## src/rtl/pipeline_control_pkg.sv

```systemverilog
// pipeline_control_pkg: FSM state type, opcode and control encodings, operand-use helpers
package pipeline_control_pkg;
  typedef enum logic [1:0] {RUN, BR_WAIT, BR_RESOLVE} fsm_state_t;
  localparam logic [6:0] OPCODE_LOAD     = 7'b0000011;
  localparam logic [6:0] OPCODE_MISC_MEM = 7'b0001111;
  localparam logic [6:0] OPCODE_OP_IMM   = 7'b0010011;
  localparam logic [6:0] OPCODE_AUIPC    = 7'b0010111;
  localparam logic [6:0] OPCODE_STORE    = 7'b0100011;
  localparam logic [6:0] OPCODE_OP       = 7'b0110011;
  localparam logic [6:0] OPCODE_LUI      = 7'b0110111;
  localparam logic [6:0] OPCODE_BRANCH   = 7'b1100011;
  localparam logic [6:0] OPCODE_JALR     = 7'b1100111;
  localparam logic [6:0] OPCODE_JAL      = 7'b1101111;
  localparam logic CTL_ALU_A_RS1 = 1'b0;
  localparam logic CTL_ALU_A_PC  = 1'b1;
  localparam logic CTL_ALU_B_RS2 = 1'b0;
  localparam logic CTL_ALU_B_IMM = 1'b1;
  localparam logic [1:0] CTL_ALU_ADD    = 2'd0;
  localparam logic [1:0] CTL_ALU_OP     = 2'd1;
  localparam logic [1:0] CTL_ALU_OP_IMM = 2'd2;
  localparam logic [1:0] CTL_ALU_BRANCH = 2'd3;
  localparam logic [2:0] CTL_WRITEBACK_ALU = 3'd0;
  localparam logic [2:0] CTL_WRITEBACK_MEM = 3'd1;
  localparam logic [2:0] CTL_WRITEBACK_PC4 = 3'd2;
  localparam logic [2:0] CTL_WRITEBACK_IMM = 3'd3;
  localparam logic [1:0] CTL_PC_PC4     = 2'd0;
  localparam logic [1:0] CTL_PC_PC_IMM  = 2'd1;
  localparam logic [1:0] CTL_PC_RS1_IMM = 2'd2;
  localparam logic [1:0] CTL_PC_PC4_BR  = 2'd3;
  function automatic logic uses_rs1(input logic [6:0] op);
    return !(op == OPCODE_LUI || op == OPCODE_AUIPC || op == OPCODE_JAL);
  endfunction
  function automatic logic uses_rs2(input logic [6:0] op);
    return op == OPCODE_OP || op == OPCODE_STORE || op == OPCODE_BRANCH;
  endfunction
endpackage

```

## src/rtl/pipeline_flow_control_if.sv

```systemverilog
// pipeline_flow_control_if: decode-side instruction fields and datapath control outputs
interface pipeline_flow_control_if;
  logic       inst_valid;
  logic [6:0] inst_opcode;
  logic [4:0] inst_rd;
  logic [4:0] inst_rs1;
  logic [4:0] inst_rs2;
  logic       take_branch;
  logic       want_stall;
  logic       pc_write_enable;
  logic       no_stall;
  logic       jump_start;
  logic       flush;
  logic       regfile_write_enable;
  logic       alu_operand_a_select;
  logic       alu_operand_b_select;
  logic [1:0] alu_op_type;
  logic       data_mem_read_enable;
  logic       data_mem_write_enable;
  logic [2:0] reg_writeback_select;
  logic [1:0] next_pc_select;
  logic       illegal_inst;
  logic       busy;
  modport master (
    output inst_valid, inst_opcode, inst_rd, inst_rs1, inst_rs2, take_branch, want_stall,
    input  pc_write_enable, no_stall, jump_start, flush, regfile_write_enable,
           alu_operand_a_select, alu_operand_b_select, alu_op_type, data_mem_read_enable,
           data_mem_write_enable, reg_writeback_select, next_pc_select, illegal_inst, busy
  );
  modport slave (
    input  inst_valid, inst_opcode, inst_rd, inst_rs1, inst_rs2, take_branch, want_stall,
    output pc_write_enable, no_stall, jump_start, flush, regfile_write_enable,
           alu_operand_a_select, alu_operand_b_select, alu_op_type, data_mem_read_enable,
           data_mem_write_enable, reg_writeback_select, next_pc_select, illegal_inst, busy
  );
endinterface

```

## src/rtl/pipeline_hazard_detect.sv

```systemverilog
// pipeline_hazard_detect: remembers the last accepted load's rd and flags a dependent consumer
module pipeline_hazard_detect
  import pipeline_control_pkg::*;
#(
  parameter bit LOAD_USE_STALL = 1'b1
) (
  input  logic       clock,
  input  logic       reset,
  input  logic       inst_valid,
  input  logic [6:0] opcode,
  input  logic [4:0] rd,
  input  logic [4:0] rs1,
  input  logic [4:0] rs2,
  input  logic       accept,
  input  logic       clear,
  output logic       hazard
);
  logic       ld_valid;
  logic [4:0] ld_rd;
  always_ff @(posedge clock or negedge reset)
    if (!reset) begin
      ld_valid <= 1'b0;
      ld_rd    <= '0;
    end else if (clear) begin
      ld_valid <= 1'b0;
    end else if (accept) begin
      ld_valid <= opcode == OPCODE_LOAD && rd != '0;
      ld_rd    <= rd;
    end
  assign hazard = LOAD_USE_STALL && inst_valid && ld_valid &&
                  ((uses_rs1(opcode) && rs1 == ld_rd) || (uses_rs2(opcode) && rs2 == ld_rd));
endmodule

```

## src/rtl/pipeline_flow_control.sv

```systemverilog
// pipeline_flow_control: opcode decode, branch/jump resolution FSM and load-use bubble control
module pipeline_flow_control
  import pipeline_control_pkg::*;
#(
  parameter int BRANCH_LATENCY = 2,
  parameter bit LOAD_USE_STALL = 1'b1
) (
  input logic clock,
  input logic reset,
  pipeline_flow_control_if.slave bus
);
  localparam int CW = $clog2(BRANCH_LATENCY + 1);
  fsm_state_t    state, state_n;
  logic [CW-1:0] cnt, cnt_n;
  logic          hazard, bubble;
  logic [6:0]    op;
  assign op = bus.inst_opcode;
  pipeline_hazard_detect #(.LOAD_USE_STALL(LOAD_USE_STALL)) u_hazard (
    .clock(clock), .reset(reset), .inst_valid(bus.inst_valid), .opcode(op),
    .rd(bus.inst_rd), .rs1(bus.inst_rs1), .rs2(bus.inst_rs2),
    .accept(bus.no_stall && bus.inst_valid), .clear(bubble), .hazard(hazard)
  );
  // Selects follow the opcode unconditionally; only enables are gated by priority
  assign bus.alu_operand_a_select = (op == OPCODE_AUIPC || op == OPCODE_JAL) ? CTL_ALU_A_PC : CTL_ALU_A_RS1;
  assign bus.alu_operand_b_select = (op == OPCODE_OP || op == OPCODE_BRANCH) ? CTL_ALU_B_RS2 : CTL_ALU_B_IMM;
  assign bus.alu_op_type = op == OPCODE_OP ? CTL_ALU_OP : op == OPCODE_OP_IMM ? CTL_ALU_OP_IMM :
                           op == OPCODE_BRANCH ? CTL_ALU_BRANCH : CTL_ALU_ADD;
  assign bus.reg_writeback_select = op == OPCODE_LOAD ? CTL_WRITEBACK_MEM : op == OPCODE_LUI ? CTL_WRITEBACK_IMM :
                                    (op == OPCODE_JAL || op == OPCODE_JALR) ? CTL_WRITEBACK_PC4 : CTL_WRITEBACK_ALU;
  assign bus.busy = state != RUN;
  always_ff @(posedge clock or negedge reset)
    if (!reset) begin
      state <= RUN;
      cnt   <= '0;
    end else begin
      state <= state_n;
      cnt   <= cnt_n;
    end
  always_comb begin
    state_n = state;
    cnt_n = cnt;
    bubble = 1'b0;
    bus.pc_write_enable = 1'b0;
    bus.no_stall = 1'b0;
    bus.jump_start = 1'b0;
    bus.flush = 1'b0;
    bus.regfile_write_enable = 1'b0;
    bus.data_mem_read_enable = 1'b0;
    bus.data_mem_write_enable = 1'b0;
    bus.next_pc_select = CTL_PC_PC4;
    bus.illegal_inst = 1'b0;
    if (reset && !bus.want_stall) begin
      if (state == RUN && hazard) begin
        bubble = 1'b1;
      end else begin
        case (state)
          RUN: begin
            bus.pc_write_enable = 1'b1;
            bus.no_stall = 1'b1;
            if (bus.inst_valid)
              case (op)
                OPCODE_LOAD: begin
                  bus.regfile_write_enable = 1'b1;
                  bus.data_mem_read_enable = 1'b1;
                end
                OPCODE_STORE: bus.data_mem_write_enable = 1'b1;
                OPCODE_OP_IMM, OPCODE_AUIPC, OPCODE_OP, OPCODE_LUI: bus.regfile_write_enable = 1'b1;
                OPCODE_MISC_MEM: bus.illegal_inst = 1'b0;
                OPCODE_BRANCH, OPCODE_JAL, OPCODE_JALR: begin
                  bus.pc_write_enable = 1'b0;
                  bus.no_stall = 1'b0;
                  bus.jump_start = 1'b1;
                  cnt_n = CW'(BRANCH_LATENCY - 1);
                  state_n = BRANCH_LATENCY == 1 ? BR_RESOLVE : BR_WAIT;
                end
                default: bus.illegal_inst = 1'b1;
              endcase
          end
          BR_WAIT: begin
            cnt_n = cnt - CW'(1);
            if (cnt_n == '0) state_n = BR_RESOLVE;
          end
          BR_RESOLVE: begin
            bus.pc_write_enable = 1'b1;
            bus.no_stall = 1'b1;
            bus.flush = op != OPCODE_BRANCH || bus.take_branch;
            bus.regfile_write_enable = op != OPCODE_BRANCH;
            bus.next_pc_select = op == OPCODE_BRANCH ? (bus.take_branch ? CTL_PC_PC_IMM : CTL_PC_PC4_BR) :
                                 op == OPCODE_JALR ? CTL_PC_RS1_IMM : CTL_PC_PC_IMM;
            state_n = RUN;
          end
          default: state_n = RUN;
        endcase
      end
    end
  end
endmodule
```

## src/flat_wrapper.sv

```systemverilog
// flat-port wrapper written by rule: the top's interface ports become plain ports
module pipeline_flow_control_flat import pipeline_control_pkg::*;
#(
  parameter int BRANCH_LATENCY = 2,
  parameter bit LOAD_USE_STALL = 1'b1
)
  (clock, reset, bus_inst_valid, bus_inst_opcode, bus_inst_rd, bus_inst_rs1, bus_inst_rs2, bus_take_branch, bus_want_stall, bus_pc_write_enable, bus_no_stall, bus_jump_start, bus_flush, bus_regfile_write_enable, bus_alu_operand_a_select, bus_alu_operand_b_select, bus_alu_op_type, bus_data_mem_read_enable, bus_data_mem_write_enable, bus_reg_writeback_select, bus_next_pc_select, bus_illegal_inst, bus_busy);
  pipeline_flow_control_if bus_i ();
  input logic clock;
  input logic reset;
  input wire logic [$bits(bus_i.inst_valid)-1:0] bus_inst_valid;
  input wire logic [$bits(bus_i.inst_opcode)-1:0] bus_inst_opcode;
  input wire logic [$bits(bus_i.inst_rd)-1:0] bus_inst_rd;
  input wire logic [$bits(bus_i.inst_rs1)-1:0] bus_inst_rs1;
  input wire logic [$bits(bus_i.inst_rs2)-1:0] bus_inst_rs2;
  input wire logic [$bits(bus_i.take_branch)-1:0] bus_take_branch;
  input wire logic [$bits(bus_i.want_stall)-1:0] bus_want_stall;
  output wire logic [$bits(bus_i.pc_write_enable)-1:0] bus_pc_write_enable;
  output wire logic [$bits(bus_i.no_stall)-1:0] bus_no_stall;
  output wire logic [$bits(bus_i.jump_start)-1:0] bus_jump_start;
  output wire logic [$bits(bus_i.flush)-1:0] bus_flush;
  output wire logic [$bits(bus_i.regfile_write_enable)-1:0] bus_regfile_write_enable;
  output wire logic [$bits(bus_i.alu_operand_a_select)-1:0] bus_alu_operand_a_select;
  output wire logic [$bits(bus_i.alu_operand_b_select)-1:0] bus_alu_operand_b_select;
  output wire logic [$bits(bus_i.alu_op_type)-1:0] bus_alu_op_type;
  output wire logic [$bits(bus_i.data_mem_read_enable)-1:0] bus_data_mem_read_enable;
  output wire logic [$bits(bus_i.data_mem_write_enable)-1:0] bus_data_mem_write_enable;
  output wire logic [$bits(bus_i.reg_writeback_select)-1:0] bus_reg_writeback_select;
  output wire logic [$bits(bus_i.next_pc_select)-1:0] bus_next_pc_select;
  output wire logic [$bits(bus_i.illegal_inst)-1:0] bus_illegal_inst;
  output wire logic [$bits(bus_i.busy)-1:0] bus_busy;
  assign bus_i.inst_valid = bus_inst_valid;
  assign bus_i.inst_opcode = bus_inst_opcode;
  assign bus_i.inst_rd = bus_inst_rd;
  assign bus_i.inst_rs1 = bus_inst_rs1;
  assign bus_i.inst_rs2 = bus_inst_rs2;
  assign bus_i.take_branch = bus_take_branch;
  assign bus_i.want_stall = bus_want_stall;
  assign bus_pc_write_enable = bus_i.pc_write_enable;
  assign bus_no_stall = bus_i.no_stall;
  assign bus_jump_start = bus_i.jump_start;
  assign bus_flush = bus_i.flush;
  assign bus_regfile_write_enable = bus_i.regfile_write_enable;
  assign bus_alu_operand_a_select = bus_i.alu_operand_a_select;
  assign bus_alu_operand_b_select = bus_i.alu_operand_b_select;
  assign bus_alu_op_type = bus_i.alu_op_type;
  assign bus_data_mem_read_enable = bus_i.data_mem_read_enable;
  assign bus_data_mem_write_enable = bus_i.data_mem_write_enable;
  assign bus_reg_writeback_select = bus_i.reg_writeback_select;
  assign bus_next_pc_select = bus_i.next_pc_select;
  assign bus_illegal_inst = bus_i.illegal_inst;
  assign bus_busy = bus_i.busy;
  pipeline_flow_control #(.BRANCH_LATENCY(BRANCH_LATENCY), .LOAD_USE_STALL(LOAD_USE_STALL)) u_core (.clock(clock), .reset(reset), .bus(bus_i));
endmodule
```

## config.mk

```make
export PLATFORM = sky130hd
export DESIGN_NAME = pipeline_flow_control_flat
export DESIGN_NICKNAME = d
export VERILOG_FILES = /design/src/rtl/pipeline_control_pkg.sv /design/src/rtl/pipeline_flow_control_if.sv /design/src/rtl/pipeline_hazard_detect.sv /design/src/rtl/pipeline_flow_control.sv /design/src/flat_wrapper.sv
export SDC_FILE = /design/constraint.sdc
export NUM_CORES = 1
export LEC_CHECK = 0
export CAP_MARGIN = 10
export CORE_ASPECT_RATIO = 1.1
export CORE_UTILIZATION = 45
export DETAILED_ROUTE_END_ITERATION = 7
export PLACE_DENSITY = 0.92
export SLEW_MARGIN = 25
export SYNTH_ARGS = -nofsm -noshare
export SYNTH_HDL_FRONTEND = slang
export SYNTH_HIERARCHICAL = 1
export SYNTH_SLANG_ARGS = --single-unit
```

## constraint.sdc

```tcl
create_clock -name clock -period 6.7 [get_ports clock]
set_input_delay 1.34 -clock clock [delete_from_list [all_inputs] [get_ports clock]]
set_output_delay 1.34 -clock clock [all_outputs]
set_load 0.01 [all_outputs]
```

# After elaboration in Yosys (flattened, before gate mapping)
# Index checks and enable logic that the tools add are counted.
[op_classes] add_sub_neg=1 eq_ne=18 n_mux=56 bitwise_logic=2 n_reduce_logical=31
[ops] operator="$mux 1" n=37
[ops] operator="$mux 2" n=13
[ops] operator="$eq 7x6->1 const B" n=3
[ops] operator="$eq 7x7->1 const B" n=3
[ops] operator="$eq 7x5->1 const B" n=2
[ops] operator="$eq 5x5->1" n=2
[ops] operator="$reduce_and 5->1" n=2
[ops] operator="$reduce_or 10->1" n=1
[ops] operator="$logic_or 1x1->1" n=9
[ops] operator="$logic_and 1x1->1" n=8
[ops] operator="$pmux 2 s2" n=2
[ops] operator="$eq 7x2->1 const B" n=1
[ops] operator="$eq 7x4->1 const B" n=1
[ops] operator="$ne 7x7->1 const B" n=1
[ops] operator="$mux 3" n=2
[ops] operator="$reduce_bool 2->1" n=3
[ops] operator="$reduce_bool 5->1" n=1
[ops] operator="$reduce_or 5->1" n=1
[ops] operator="$logic_not 2->1" n=2
[ops] operator="$ne 2x2->1 const B" n=2
[ops] operator="$pmux 1 s2" n=2
[ops] operator="$reduce_or 3->1" n=1
[ops] operator="$eq 2x1->1 const B" n=1
[ops] operator="$eq 2x2->1 const B" n=1
[ops] operator="5 further kinds" n=7
[word_totals] reg_bits=10 inputBits=27 out_inout_bits=18 word_cells=112

# Depth between registers and ports, before layout
# Gate-level depths: netlist of the first run.
[logic_depth] ltp_word=13 depth_mapped=9 ltp_nobuf=9

# Modules after synthesis
# Netlist of the first run, hierarchy kept.
[modules_own_cells] mod="pipeline_flow_control" n_inst=1 cells_each=78 area_each_um2=579.3
[modules_own_cells] mod="pipeline_hazard_detect" n_inst=1 cells_each=41 area_each_um2=425.4

# Least setup slack after synthesis of the first run
# No wires, ideal clock.
[synth_timing] path_kind="in2out" from="input port bus_inst_rs1[0]" to="output port bus_pc_write_enable" t_arrival_ns=2.613 t_required_ns=5.360 slack_ns=2.747 stages=7 path_buffers=1 cell_sequence="xnor2_1 nand4_1 or3_1 o22ai_2 nor2_1 o21a_1 buf_4"
[synth_via] elab_chain_cells=7
[synth_rtl] item="start, declared" line_no="flat_wrapper.sv:14" source="input wire logic [$bits(bus_i.inst_rs1)-1:0] bus_inst_rs1;"
[synth_rtl] item="$eq 5x5->1" line_no="pipeline_hazard_detect.sv:31" source="((uses_rs1(opcode) && rs1 == ld_rd) || (uses_rs2(opcode) && rs2 == ld_rd));"
[synth_rtl] item="$logic_and 1x1->1" line_no="pipeline_hazard_detect.sv:31"
[synth_rtl] item="$logic_or 1x1->1" line_no="pipeline_hazard_detect.sv:31"
[synth_rtl] item="$logic_and 1x1->1" line_no="pipeline_hazard_detect.sv:30" source="assign hazard = LOAD_USE_STALL && inst_valid && ld_valid &&"
[synth_rtl] item="via u_core.hazard" line_no="pipeline_flow_control.sv:15" source="logic hazard, bubble;"
[synth_rtl] item="$logic_and 1x1->1" line_no="pipeline_flow_control.sv:53" source="if (state == RUN && hazard) begin"
[synth_rtl] item="$mux 1 (2 in a row)"
[synth_rtl] item="end, declared" line_no="flat_wrapper.sv:18" source="output wire logic [$bits(bus_i.pc_write_enable)-1:0] bus_pc_write_enable;"
# The timed path passes the listed nets, and every way through them passes these cells.

# Worst setup path after layout of the first run
[layout_timing] from="input port bus_inst_opcode[6]" to="output port bus_data_mem_read_enable"
[layout_via] elab_chain_cells=10 word_cells_on_any_way=22
[layout_rtl] item="start, declared" line_no="flat_wrapper.sv:12" source="input wire logic [$bits(bus_i.inst_opcode)-1:0] bus_inst_opcode;"
[layout_rtl] item="$eq 7x6->1 or $eq 7x5->1 (tied branches)" line_no="pipeline_control_pkg.sv:31" source="return !(op == OPCODE_LUI || op == OPCODE_AUIPC || op == OPCODE_JAL);"
[layout_rtl] item="$logic_or 1x1->1 (2 in a row)" line_no="pipeline_control_pkg.sv:31"
[layout_rtl] item="$logic_not 1->1" line_no="pipeline_control_pkg.sv:31"
[layout_rtl] item="$logic_and 1x1->1" line_no="pipeline_hazard_detect.sv:31"
[layout_rtl] item="$logic_or 1x1->1 (*)" line_no="pipeline_hazard_detect.sv:31"
[layout_rtl] item="$logic_and 1x1->1 (*)" line_no="pipeline_hazard_detect.sv:30"
[layout_rtl] item="via u_core.hazard" line_no="pipeline_flow_control.sv:15"
[layout_rtl] item="$logic_and 1x1->1 (*)" line_no="pipeline_flow_control.sv:53"
[layout_rtl] item="$mux 1 (*)" line_no="pipeline_flow_control.sv:53"
[layout_rtl] item="$mux 1 (*)" line_no="pipeline_flow_control.sv:52" source="if (reset && !bus.want_stall) begin"
[layout_rtl] item="end, declared" line_no="flat_wrapper.sv:26" source="output wire logic [$bits(bus_i.data_mem_read_enable)-1:0] bus_data_mem_read_enable;"
# The timed path passes the listed nets; every way through them passes the cells marked *.

==> results.ini, run 1 <==
[route]
ant_nets=0
viasPerCell=5.66
routed_wl_mm=2.55
dr_total_vias=1052
drt_iter0_markers=24
post_drt_wl_per_cell_um=13.7
drc=0
drt_pass1_iterations=4

[logic_synthesis]
synth_edf_count=0
ys_warn_count=6
syn-num-nets=147
synth_top_flop_cell=dfrtp_1
ys_ff_latch=10
postSynthCellCount=119
yosysTopAreaCellShare_pct=24.9
synth_top_cell_by_area=dfrtp_1
synth_top_cells_by_count=10 x dfrtp_1, 9 x xnor2_1, 8 x a21oi_1
ys_seq_area_share_pct=24.9
synth_top_cells_by_area=dfrtp_1 25%, xnor2_1 7.8%, a21oi_1 4.0%
async_flop_share_pct=100
synth_cell_types=49
syn_avg_cell_area_um2=8.44
netlist_area_um2=1000
synth.most_common_cell=dfrtp_1

[cts]
clock_path_buffers=2
cts_buffers=3
clkSinkCount=10
cts_tree=done
holdBufCountCts=0
ctsResizeCount=0
clock-root-buffer=clkbuf_4
htreeDepth=1
insertion_delay_ns=0.25
cts.clk_slew.worst_paths_ns=0.06
post-cts-setup-buffers=0

[finish]
nets=188
drive_above_1_share_pct=8.23
final_cell_area_um2=1440
n_antenna_cell=0
syn_to_final_growth_pct=43.5
fillers=167

[placed_design]
placed_cell_area_um2=1420
place_congestion=0.918
port_buffers=43
dp_hpwl_mm=2.09

[worst_setup_path]
critPathCaptureType=output pin
cp.required_ns=5.36
cp.arrival_ns=3.76
path_class=primary input to output pin
worstPathMaxFanout=15
setup.worst_path.start_class=primary input

[timing]
final_hold_viol_count=0
setup_violations=0
fin_crit_ns=5.10
skew_ns=0.000398
fin_tns_setup_ns=0
fmax_mhz=196
period_share_pct=76.1
rsz0062_at_grt=false
finalMaxSlewViolations=0

[global_routing]
grt_pass1_vias=1015
grt_antenna_before_repair=0
track_usage_pct=23.4
grt_start_max_net_pins=16
grt_pass1_wl_mm=4.12
grt_overflow_total=0

[worst_hold_path]
min_path_type=register to register

[run]
maxCapViolations=0

[run_status]
outcome=finished, final reports clean

[floorplanning]
num_rows=17
die_area_um2=2430
num_io_pins=45
start_util_pct=48.7
die_width_um=47.1
coreArea_um2=2060
die_y_um=51.6

[power_and_ir_drop]
power_density_nw_per_um2=145
leakage_nw=0.547
ir_drop_v=0.000122

-- power by group --
part | internal, W | switching, W
combinational | 0.0000485 | 0.0000347
clock | 0.0000206 | 0.0000174
sequential | 0.0000739 | 0.0000136
-- state kept, by name (all words and copies together) (netlist names) --
| register | cells |
|---|---|
| u_core/cnt | 2 |
| u_core/u_hazard/ld_rd | 5 |
| u_core/u_hazard/ld_valid | 1 |
| u_core/state | 2 |
-- kinds of logic after synthesis --
kind of cell	Yosys count	synth area share (%)
AOI/OAI and AO/OA	27	19.7
xor gates and xnor gates	11	10.3
adders and majority gates	1	1.25
buffers and inverters	13	7.35
DFF	10	24.9
muxes	6	6.60
other	1	0.373
and+or+nand+nor	50	29.5
-- area by class of cell --
| type | count | area (um^2) | area share, % |
|---|---|---|---|
| clock buffers | 3 | 22.5 | 1.56 |
| repair buffers | 43 | 430 | 29.9 |
| multi-input cells | 96 | 681 | 47.2 |
| inverters | 6 | 22.5 | 1.56 |
| well taps | 28 | 35.0 | 2.43 |
| flip-flops and latches | 10 | 250 | 17.4 |
-- through the flow --
stage / total power (W) / cells / setup slack (ns) / util [%] / hold slack, ns
after floorplan: 0.000139 / 119 / 2.75 / - / 0.457
after global placement: 0.000168 / 183 / 1.71 / 68.8 / 0.467
after detailed placement: 0.000172 / 183 / 1.65 / 68.8 / 0.490
after CTS: 0.000211 / 186 / 1.65 / 69.9 / 0.507
after global routing: 0.000225 / 186 / 1.36 / 69.9 / 0.522
final: 0.000209 / 186 / 1.60 / 69.9 / 0.507
-- cells in the final DEF, fill, tap and decap left out, drive strengths merged, types with 2 or more instances in the layout --
| master | Yosys | layout |
|---|---|---|
| a21oi | 9 | 9 |
| nand3 | 7 | 7 |
| nor4 | 2 | 2 |
| nand4 | 3 | 3 |
| nor3 | 5 | 5 |
| o22ai | 2 | 2 |
| inv | 6 | 6 |
| o21ai | 4 | 4 |
| a22o | 2 | 2 |
| nand2b | 4 | 4 |
| mux2 | 5 | 5 |
| a41oi | 2 | 2 |
| xor2 | 2 | 2 |
| nand2 | 7 | 7 |
| xnor2 | 9 | 9 |
| or3 | 3 | 3 |
| and2 | 3 | 3 |
| nor2 | 5 | 5 |
| dfrtp | 10 | 10 |
| clkdlybuf4s50 | 0 | 43 |
| and3 | 2 | 2 |
| nor2b | 2 | 2 |
| clkbuf | 1 | 3 |
-- path summary, 6_finish.rpt --
check | startpoint | endpoint | slack, ns | cells past startpoint
worst max-delay path | bus_inst_opcode[6] | bus_data_mem_read_enable | 1.60 | 9
worst min-delay path | u_core/cnt[1]$_DFFE_PN0P_ | u_core/cnt[1]$_DFFE_PN0P_ | 0.51 | 1
worst max register to register | u_core/u_hazard/ld_rd[4]$_DFFE_PN0P_ | u_core/u_hazard/ld_rd[0]$_DFFE_PN0P_ | 4.29 | 8
worst min register to register | u_core/cnt[1]$_DFFE_PN0P_ | u_core/cnt[1]$_DFFE_PN0P_ | 0.51 | 1
max in group asynchronous | reset | u_core/state[1]$_DFFE_PN0P_ | 4.98 | 1
min in group asynchronous | reset | u_core/u_hazard/ld_rd[0]$_DFFE_PN0P_ | 1.41 | 1
-- routing by layer --
metal  GRT usage, %  part of all wire (%)  vias up
li1               -                     -      510
met1           24.9                    38      484
met2           45.8                    55       54
met3           1.39                   5.7        4
met4           8.10                   1.2        0
met5              0                     0        -
-- worst max-delay path: stages --
cell and delay [ns]:
clkdlybuf4s50_1 0.64, nor2_1 0.21, nand2_1 0.07, a21oi_1 0.19, o22ai_2 0.16, nor3_2 0.25, nand3_1 0.13, nor4_1 0.19
clkdlybuf4s50_1 0.59
Note: power is estimated with default switching activity, not from simulation.
==> run 2: changes to the inputs <==
--- a/config.mk
+++ b/config.mk
@@ -7,9 +7,9 @@
 export LEC_CHECK = 0
 export CAP_MARGIN = 10
 export CORE_ASPECT_RATIO = 1.1
-export CORE_UTILIZATION = 45
+export CORE_UTILIZATION = 37
 export DETAILED_ROUTE_END_ITERATION = 7
-export PLACE_DENSITY = 0.92
+export PLACE_DENSITY = 0.81
 export SLEW_MARGIN = 25
 export SYNTH_ARGS = -nofsm -noshare
 export SYNTH_HDL_FRONTEND = slang
==> constraint.sdc (replaced) <==
create_clock -name clock -period 4.2 [get_ports clock]
set_input_delay 0.84 -clock clock [delete_from_list [all_inputs] [get_ports clock]]
set_output_delay 0.84 -clock clock [all_outputs]
set_load 0.01 [all_outputs]
==> run 2 against run 1 <==
Sequential power grew 60%. Via count grew 2.3%. Critical path type unchanged. Utilization shrank 11 points. Critical endpoint unchanged.
==> results.ini, run 2 (synthesis results as in run 1) <==
[finish]
layout_commonest_cell=clkdlybuf4s50_1
syn_to_final_growth_pct=49.7
multi_input_area_um2=681
largest_register_ffs=5
postLayoutCoreUtil_pct=59.1
final_cell_area_um2=1500
n_antenna_cell=0
drive_above_1_share_pct=12.1
nets=194
fillers=234
regArea_um2=250
largestRegisters=u_core/u_hazard/ld_rd x5, u_core/cnt x2, u_core/state x2
top_register=u_core/u_hazard/ld_rd
mostFrequentLayoutCells=43 x clkdlybuf4s50_1, 10 x dfrtp_1, 9 x xnor2_1

[cts]
cts_buffers=3
cts.clk_slew.worst_paths_ns=0.07
cts_tree=done
holdBufCountCts=0
post-cts-setup-buffers=0
clkSinkCount=10
clock-root-buffer=clkbuf_4
ctsResizeCount=0
htreeDepth=1
clock_path_buffers=2
insertion_delay_ns=0.27

[route]
post_drt_wl_per_cell_um=13.2
highest_layer=met4
dr_total_vias=1076
wl_met1_mm=1.01
drt_iter0_markers=20
ant_nets=0
drc=0
dr_wl_met3_um=156
drt_pass1_iterations=4
routed-wl-met2_mm=1.38
viasPerCell=5.49
routed_wl_mm=2.59

[global_routing]
grt_overflow_total=0
grt_pass1_wl_mm=4.55
track_usage_pct=20.3
grt_start_max_net_pins=15
grt_pass1_vias=1058
grt_antenna_before_repair=0

[timing]
rsz0062_at_grt=false
finalMaxSlewViolations=0
fmax_mhz=256
fin_crit_ns=3.90
skew_ns=0.00259
fin_tns_setup_ns=0
final_hold_viol_count=0
setup_violations=0
period_share_pct=92.8

[placed_design]
port_buffers=43
placed_cell_area_um2=1470
place_congestion=0.819
dp_hpwl_mm=2.16

[worst_setup_path]
critPathCaptureType=output pin
cp.arrival_ns=3.06
reg2reg_depth=8
crit_start=bus_inst_opcode[3]
setup.worst_path.start_class=primary input
cpPeakStageDelay_ns=0.59
worstPathMaxFanout=7
worstPathCellList=clkdlybuf4s50_1, nor2_1, nand2_1, a21oi_1, o22ai_2, nor3_2, nand3_1, nor4_1, clkdlybuf4s50_1
r2r_slack_ns=1.76
path_class=primary input to output pin
r2r-end=u_core/u_hazard/ld_rd[4]$_DFFE_PN0P_
crit_top_cell=clkdlybuf4s50_1
cp.required_ns=3.36
slowest_stage=clkdlybuf4s50_1
r2r_start=u_core/u_hazard/ld_rd[2]$_DFFE_PN0P_

[power_and_ir_drop]
ir_drop_v=0.000217
p_total_w=0.000368
power_density_nw_per_um2=245
leakage_nw=0.583

[run]
maxCapViolations=0

[worst_hold_path]
min_path_type=register to register
min_to=u_core/cnt[0]$_DFFE_PN0P_
min_path_cells=1
min-delay-start=u_core/cnt[0]$_DFFE_PN0P_

[floorplanning]
die_width_um=51.7
num_io_pins=45
num_rows=19
die_area_um2=2930
coreArea_um2=2540
start_util_pct=39.5
die_y_um=56.7

[run_status]
outcome=finished, final reports clean

run 2: changes by cell type in the layout (fill, tap and decap cells not counted), sizes merged:
| cell | previous run | this run |
|---|---|---|
| buf | 0 | 6 |
| clkbuf | 3 | 4 |
run 2: cell type report:
class | instances | area share (%)
Timing Repair Buffer | 49 | 31.6
Clock buffer | 4 | 2.41
Inverter | 6 | 1.50
Tap cell | 31 | 2.58
Sequential cell | 10 | 16.6
Multi-Input combinational cell | 96 | 45.3
run 2: worst max-delay path by stage:
stage                                to  slack (ns)  cells past startpoint
2_1_floorplan       bus_pc_write_enable        1.25                      7
3_3_place_gp   bus_data_mem_read_enable        0.36                      9
3_5_place_dp   bus_data_mem_read_enable        0.32                      8
4_1_cts        bus_data_mem_read_enable        0.30                      9
5_1_grt        bus_data_mem_read_enable        0.08                      8
6_report       bus_data_mem_read_enable        0.30                      9
run 2: worst max-delay path, delay by kind of cell:
family / cells / cell delay (ns)
buffers and inverters: 2 / 1.11
and+or+nand+nor: 5 / 0.80
AOI/OAI and AO/OA: 2 / 0.32
run 2: where the power goes:
group / total (W) / switching [W] / internal [W]
Clock: 0.0000870 / 0.0000343 / 0.0000527
Combinational: 0.000141 / 0.0000591 / 0.0000821
Sequential: 0.000140 / 0.0000219 / 0.000118
run 2: metal layers:
metal	GRT usage, %	vias up
met4	9.27	0
li1	-	534
met1	23.0	492
met3	1.63	7
met5	0	-
met2	37.3	43
run 2: per-stage QoR:
stage                     setup slack, ns  hold WS (ns)  cells
after global routing               0.0761         0.526    196
after floorplan                      1.25         0.457    119
after detailed placement            0.317         0.481    192
final                               0.301         0.485    196
after global placement              0.360         0.465    192
after CTS                           0.302         0.490    196
